[config.mk]
export PLATFORM = sky130hd
export DESIGN_NAME = cpu_controller
export DESIGN_NICKNAME = d
export VERILOG_FILES = /design/src/rtl/cpu_ctrl_pkg.sv /design/src/rtl/cond_eval.sv /design/src/rtl/cpu_controller.sv
export SDC_FILE = /design/constraint.sdc
export NUM_CORES = 1
export LEC_CHECK = 0
export ABC_AREA = 1
export CAP_MARGIN = 20
export CELL_PAD_IN_SITES_DETAIL_PLACEMENT = 0
export CELL_PAD_IN_SITES_GLOBAL_PLACEMENT = 1
export CORE_MARGIN = 1.5
export CORE_UTILIZATION = 34
export CTS_BUF_LIST = sky130_fd_sc_hd__clkbuf_4
export CTS_CLUSTER_DIAMETER = 50
export DETAILED_ROUTE_END_ITERATION = 10
export HOLD_SLACK_MARGIN = 0.12
export MAX_ROUTING_LAYER = met4
export PLACE_DENSITY = 0.95
export REMOVE_ABC_BUFFERS = 1
export SKIP_CTS_REPAIR_TIMING = 1
export SLEW_MARGIN = 0
export SYNTH_ARGS = -nofsm -noshare
export SYNTH_HDL_FRONTEND = slang
export SYNTH_SLANG_ARGS = --single-unit
[constraint.sdc]
create_clock -name clk -period 3.9 [get_ports clk]
set_input_delay 0.975 -clock clk [delete_from_list [all_inputs] [get_ports clk]]
set_output_delay 0.975 -clock clk [all_outputs]
set_load 0.02 [all_outputs]
[src/rtl/cpu_ctrl_pkg.sv]
// rtl/cpu_ctrl_pkg.sv - state encodings, opcode fields and instruction classifiers for cpu_controller
package cpu_ctrl_pkg;

  typedef enum logic [2:0] {
    ST_FETCH  = 3'd0,
    ST_DECODE = 3'd1,
    ST_EXEC   = 3'd2,
    ST_MEM    = 3'd3,
    ST_LDWB   = 3'd4
  } state_t;

  localparam logic [3:0] OP_RTYPE = 4'h0;
  localparam logic [3:0] OP_MEMJ  = 4'h4;
  localparam logic [3:0] OP_SHIFT = 4'h8;
  localparam logic [3:0] OP_CMPI  = 4'hB;
  localparam logic [3:0] OP_BCOND = 4'hC;

  localparam logic [3:0] EXT_LOAD  = 4'h0;
  localparam logic [3:0] EXT_STOR  = 4'h4;
  localparam logic [3:0] EXT_JCOND = 4'hC;
  localparam logic [3:0] EXT_CMP   = 4'hB;
  localparam logic [3:0] EXT_LSH   = 4'h4;
  localparam logic [3:0] EXT_ASH   = 4'h6;

  localparam logic [3:0] CC_EQ = 4'h0;
  localparam logic [3:0] CC_NE = 4'h1;
  localparam logic [3:0] CC_GT = 4'h6;
  localparam logic [3:0] CC_LE = 4'h7;
  localparam logic [3:0] CC_UC = 4'hE;

  function automatic logic is_load(input logic [15:0] i);
    return (i[15:12] == OP_MEMJ) && (i[7:4] == EXT_LOAD);
  endfunction

  function automatic logic is_stor(input logic [15:0] i);
    return (i[15:12] == OP_MEMJ) && (i[7:4] == EXT_STOR);
  endfunction

  function automatic logic is_jcond(input logic [15:0] i);
    return (i[15:12] == OP_MEMJ) && (i[7:4] == EXT_JCOND);
  endfunction

  function automatic logic is_bcond(input logic [15:0] i);
    return i[15:12] == OP_BCOND;
  endfunction

  // Everything the ALU executes: R-type, the immediate opcodes and the two register shifts.
  function automatic logic is_alu(input logic [15:0] i);
    logic res;
    res = 1'b0;
    case (i[15:12])
      4'h0, 4'h1, 4'h2, 4'h3, 4'h5, 4'h9, 4'hB, 4'hD, 4'hE: res = 1'b1;
      OP_SHIFT: res = (i[7:4] == EXT_LSH) || (i[7:4] == EXT_ASH);
      default:  res = 1'b0;
    endcase
    return res;
  endfunction

  function automatic logic is_cmp(input logic [15:0] i);
    return (i[15:12] == OP_CMPI) || ((i[15:12] == OP_RTYPE) && (i[7:4] == EXT_CMP));
  endfunction

endpackage

[src/rtl/cond_eval.sv]
// rtl/cond_eval.sv - branch/jump condition evaluation from stored Z and N flags
module cond_eval
  import cpu_ctrl_pkg::*;
(
  input  logic [3:0] cond,
  input  logic       flag_z,
  input  logic       flag_n,
  output logic       taken
);

  always_comb begin
    taken = 1'b0;
    case (cond)
      CC_EQ:   taken = flag_z;
      CC_NE:   taken = ~flag_z;
      CC_GT:   taken = flag_n;
      CC_LE:   taken = ~flag_n;
      CC_UC:   taken = 1'b1;
      default: taken = 1'b0;
    endcase
  end

endmodule

[src/rtl/cpu_controller.sv]
// rtl/cpu_controller.sv - multi-cycle fetch/decode/execute/memory control FSM owning pc and ir
module cpu_controller
  import cpu_ctrl_pkg::*;
#(
  parameter int              PC_W     = 16,
  parameter logic [PC_W-1:0] RESET_PC = '0
) (
  input  logic            clk,
  input  logic            reset_n,
  input  logic            run,
  input  logic [15:0]     mem_rdata,
  input  logic [15:0]     src_data,
  input  logic [15:0]     dst_data,
  input  logic            flag_z,
  input  logic            flag_n,
  output logic [PC_W-1:0] pc,
  output logic [15:0]     ir,
  output logic [PC_W-1:0] mem_addr,
  output logic            mem_we,
  output logic [15:0]     mem_wdata,
  output logic            reg_we,
  output logic            wb_sel,
  output logic            flag_we,
  output logic [2:0]      state
);

  state_t          state_q, state_d;
  logic [PC_W-1:0] pc_q, pc_d;
  logic [15:0]     ir_q;
  logic            ir_load;
  logic            taken;
  logic [PC_W-1:0] pc_inc, pc_branch, pc_jump;

  cond_eval u_cond_eval (
    .cond   (ir_q[11:8]),
    .flag_z (flag_z),
    .flag_n (flag_n),
    .taken  (taken)
  );

  assign pc_inc    = pc_q + PC_W'(1);
  // Branch displacement is relative to the branch's own address, not pc+1.
  assign pc_branch = pc_q + PC_W'($signed(ir_q[7:0]));
  assign pc_jump   = PC_W'(src_data);

  always_ff @(posedge clk or negedge reset_n) begin
    if (!reset_n) begin
      state_q <= ST_FETCH;
      pc_q    <= RESET_PC;
      ir_q    <= '0;
    end else begin
      state_q <= state_d;
      pc_q    <= pc_d;
      if (ir_load) ir_q <= mem_rdata;
    end
  end

  always_comb begin
    state_d  = state_q;
    pc_d     = pc_q;
    ir_load  = 1'b0;
    mem_addr = pc_q;
    mem_we   = 1'b0;
    reg_we   = 1'b0;
    wb_sel   = 1'b0;
    flag_we  = 1'b0;
    case (state_q)
      ST_FETCH: begin
        if (run) state_d = ST_DECODE;
      end
      ST_DECODE: begin
        // ir is not loaded yet, so the memory class is decided from the read data directly.
        ir_load = 1'b1;
        state_d = (is_load(mem_rdata) || is_stor(mem_rdata)) ? ST_MEM : ST_EXEC;
      end
      ST_EXEC: begin
        state_d = ST_FETCH;
        pc_d    = pc_inc;
        if (is_alu(ir_q)) begin
          flag_we = 1'b1;
          reg_we  = ~is_cmp(ir_q);
        end else if (is_bcond(ir_q)) begin
          if (taken) pc_d = pc_branch;
        end else if (is_jcond(ir_q)) begin
          if (taken) pc_d = pc_jump;
        end
      end
      ST_MEM: begin
        mem_addr = PC_W'(src_data);
        if (is_stor(ir_q)) begin
          mem_we  = 1'b1;
          pc_d    = pc_inc;
          state_d = ST_FETCH;
        end else begin
          state_d = ST_LDWB;
        end
      end
      ST_LDWB: begin
        reg_we  = 1'b1;
        wb_sel  = 1'b1;
        pc_d    = pc_inc;
        state_d = ST_FETCH;
      end
      default: state_d = ST_FETCH;
    endcase
  end

  assign pc        = pc_q;
  assign ir        = ir_q;
  assign mem_wdata = dst_data;
  assign state     = state_q;

endmodule
==> results of run 1 <==
-- flip-flops by register name, indices dropped and copies added (netlist names) --
register  flops
ir           16
state         3
pc           16
-- report_power, final --
group	total, uW	internal [uW]	leakage, uW	switching, uW
Clock	347	199	0.0000514	148
Combinational	3060	1190	0.00187	1880
Sequential	838	528	0.000434	309
-- layer usage --
metal  track usage, %  vias to the layer above
met2            39.56                      168
met3            3.283                       17
met4            4.571                        0
met1            30.31                     1933
met5                -                        -
li1                 -                     2103
-- area by class of cell --
type,count,area (sq um)
multi-input combinational,468,2297
timing repair buffer,98,963.4
fill,1080,5675
tap,136,170.2
clock buffer,5,37.54
sequential,35,875.8
inverter,87,329.1
clock inverter,3,67.56
-- logic make-up (layout without fill, tap and decap cells) --
kind of cell	count (synthesis)	count (layout)	synth area share, %
XOR/XNOR	12	12	2.857
adder cells (fa/ha/maj)	17	17	5.986
AO/OA/AOI/OAI	81	81	11.91
flip-flops	35	35	23.81
buffers and inverters	116	193	13.88
AND/OR/NAND/NOR	358	358	41.56
-- synth_stat cells (all sizes together) --
cell type,instances,area [sq um]
nor2,41,173.9
or2,3,18.77
o311ai,1,8.760
dfrtp,35,875.8
buf,21,151.4
o22ai,4,25.02
nor4,2,12.51
xor2,7,61.31
o21ai,41,212.7
a21oi,29,145.1
inv,87,329.1
and2,1,6.260
o21bai,1,7.510
fa,1,20.02
nand2,240,908.4
xnor2,5,43.79
nand3,51,277.8
ha,16,200.2
a31oi,3,18.77
clkbuf,8,30.03
o211ai,2,20.02
nand4,6,37.54
nand3b,1,7.510
nor3,13,86.34
-- metrics by stage --
stage,hold WS (ns),power [uW],instances,utilization (%)
after floorplan,0.6058,2721,590,-
after global placement,0.5058,3847,824,44.50
after detailed placement,0.5242,3883,824,44.50
after CTS,0.5599,4246,832,45.51
after global routing,0.5796,4682,832,45.51
final,0.5562,4247,832,45.51
-- worst max-delay path, cell delays in order (launching register included) --
cell and delay (ns):
dfrtp_1 0.49, inv_1 0.14, nor3_1 0.20, nand3_1 0.14, a21oi_1 0.28, o311ai_0 0.17
nand2_1 0.11, clkdlybuf4s50_1 0.61
-- worst max-delay path by stage --
| stage | startpoint | end | slack (ns) | cells after the start |
|---|---|---|---|---|
| floorplan | ir[7]$_DFFE_PN0P_ | reg_we | 1.15 | 5 |
| global placement | src_data[7] | mem_addr[7] | 0.67 | 4 |
| detailed placement | src_data[9] | mem_addr[9] | 0.64 | 4 |
| CTS | ir[6]$_DFFE_PN0P_ | reg_we | 0.43 | 7 |
| global route | ir[6]$_DFFE_PN0P_ | reg_we | 0.18 | 7 |
| finish | ir[6]$_DFFE_PN0P_ | reg_we | 0.43 | 7 |
==> impl_metrics.py, run 1 <==
metrics = {
    "detailed_routing": {
        "dr.pass1.iters": 5,
        "wl_per_cell_um": 14.91,
        "routed_wl_mm": 12.40,
        "post-route-drc-count": 0,
        "met3RoutedLength_um": 829,
        "drtIter0Drc": 288,
        "wl_met1_mm": 5.494,
        "vias": 4221,
        "vias_per_cell": 5.073,
        "wl_met2_mm": 5.946,
        "drtAntennaViolNets": 0,
        "top_layer": "met4",
    },
    "floorplanning": {
        "design.die.area_sq_mm": 0.01145,
        "die_w_um": 107.0,
        "core_area_sq_mm": 0.01042,
        "ioPinCount": 124,
        "die_h_um": 107.0,
        "initial_core_util_pct": 35.32,
        "rows": 37,
    },
    "synthesis": {
        "ys_warn_count": 0,
        "synthCells": 619,
        "syn_area_sq_mm": 0.003679,
        "yosysSeqAreaShare_pct": 23.81,
        "synth.distinct_cells": 39,
        "avgSynthCellArea_sq_um": 5.943,
        "ys_seq_elements": 35,
    },
    "setup_path": {
        "r2r-end": "pc[10]$_DFFE_PN0P_",
        "timing.rr.start": "pc[0]$_DFFE_PN0P_",
        "start_kind": "register",
        "crit_type": "reg -> out",
        "cp.arrival_ns": 2.49,
        "path_max_fanout": 5,
        "ff2ff_setup_slack_ns": 1.60,
        "r2r.worst_path.cells": 14,
        "worstPathRequired_ns": 2.92,
        "cp-end-kind": "primary output",
    },
    "layout": {
        "final_common_cell": "nand2_1",
        "fin_nets": 765,
        "fin_area_sq_mm": 0.004741,
        "drive_gt1_share_pct": 6.753,
        "final_cell_mix": "nand2_1 (237), clkdlybuf4s50_1 (91), inv_1 (73)",
        "antennaDiodeCount": 0,
        "area_growth_pct": 28.88,
    },
    "placed_design": {
        "port-buffer-count": 91,
        "globalplace.congestion": 0.9010,
        "hpwl_mm": 9.695,
        "place_area_sq_mm": 0.004636,
        "pre_cts_ws_ns": 0.6355,
    },
    "global_route": {
        "grt_max_degree": 36,
        "gr-total-overflow": 0,
        "grt_pass1_vias": 4249,
        "antenna_found_initial": 0,
        "grt_pass1_wl_mm": 20.72,
        "grt_usage_pct": 23.52,
    },
    "power_and_ir_drop": {
        "p_leak_uw": 0.002352,
        "ir_worst_vdd_v": 0.0005280,
        "power.density_mw_per_mm2": 895.8,
    },
    "timing": {
        "setup_tns_ns": 0,
        "fin_crit_sh_pct": 88.89,
        "drv_slew": 0,
        "max_freq_mhz": 288.4,
        "slew_headroom_pct": 64.72,
        "worst_pin_slew_ns": 0.5292,
        "fin_ws_ns": 0.4331,
        "hold_violations": 0,
        "layout_min_cycle_time_ns": 3.467,
        "finalSetupViolCount": 0,
        "rsz0062_at_grt": "no",
        "clock-skew-final_ns": 0.01047,
    },
    "clock_network": {
        "cts_tree": "done",
        "cts_max_level": 2,
        "clk_pin_slew_ns": 0.13,
        "clock_latency_ns": 0.35,
        "cts_buffer_depth": 2,
        "cts_root_buffer": "clkbuf_4",
        "cts_buffers": 5,
        "clock_sinks": 35,
    },
    "run_status": {
        "outcome": "finished, final reports clean",
    },
    "job": {
        "maxCapViolations": 0,
    },
    "hold_path": {
        "timing.hold.worst.start": "ir[0]$_DFFE_PN0P_",
        "holdCritPathClass": "reg -> reg",
        "holdPathEnd": "ir[0]$_DFFE_PN0P_",
        "worstHoldPathCells": 2,
    },
}
(Power assumes the default switching activity.)
==> run 2: changes to the inputs <==
SLEW_MARGIN = 10   (was 0)
==> results of run 2 <==
Final layout, timing and power as in run 1 (identical DEF).
==> run 3: changes to the inputs <==
ABC_CLOCK_PERIOD_IN_PS = 3900   (was default)
==> results of run 3 <==
Final layout, timing and power as in run 1 (identical DEF).
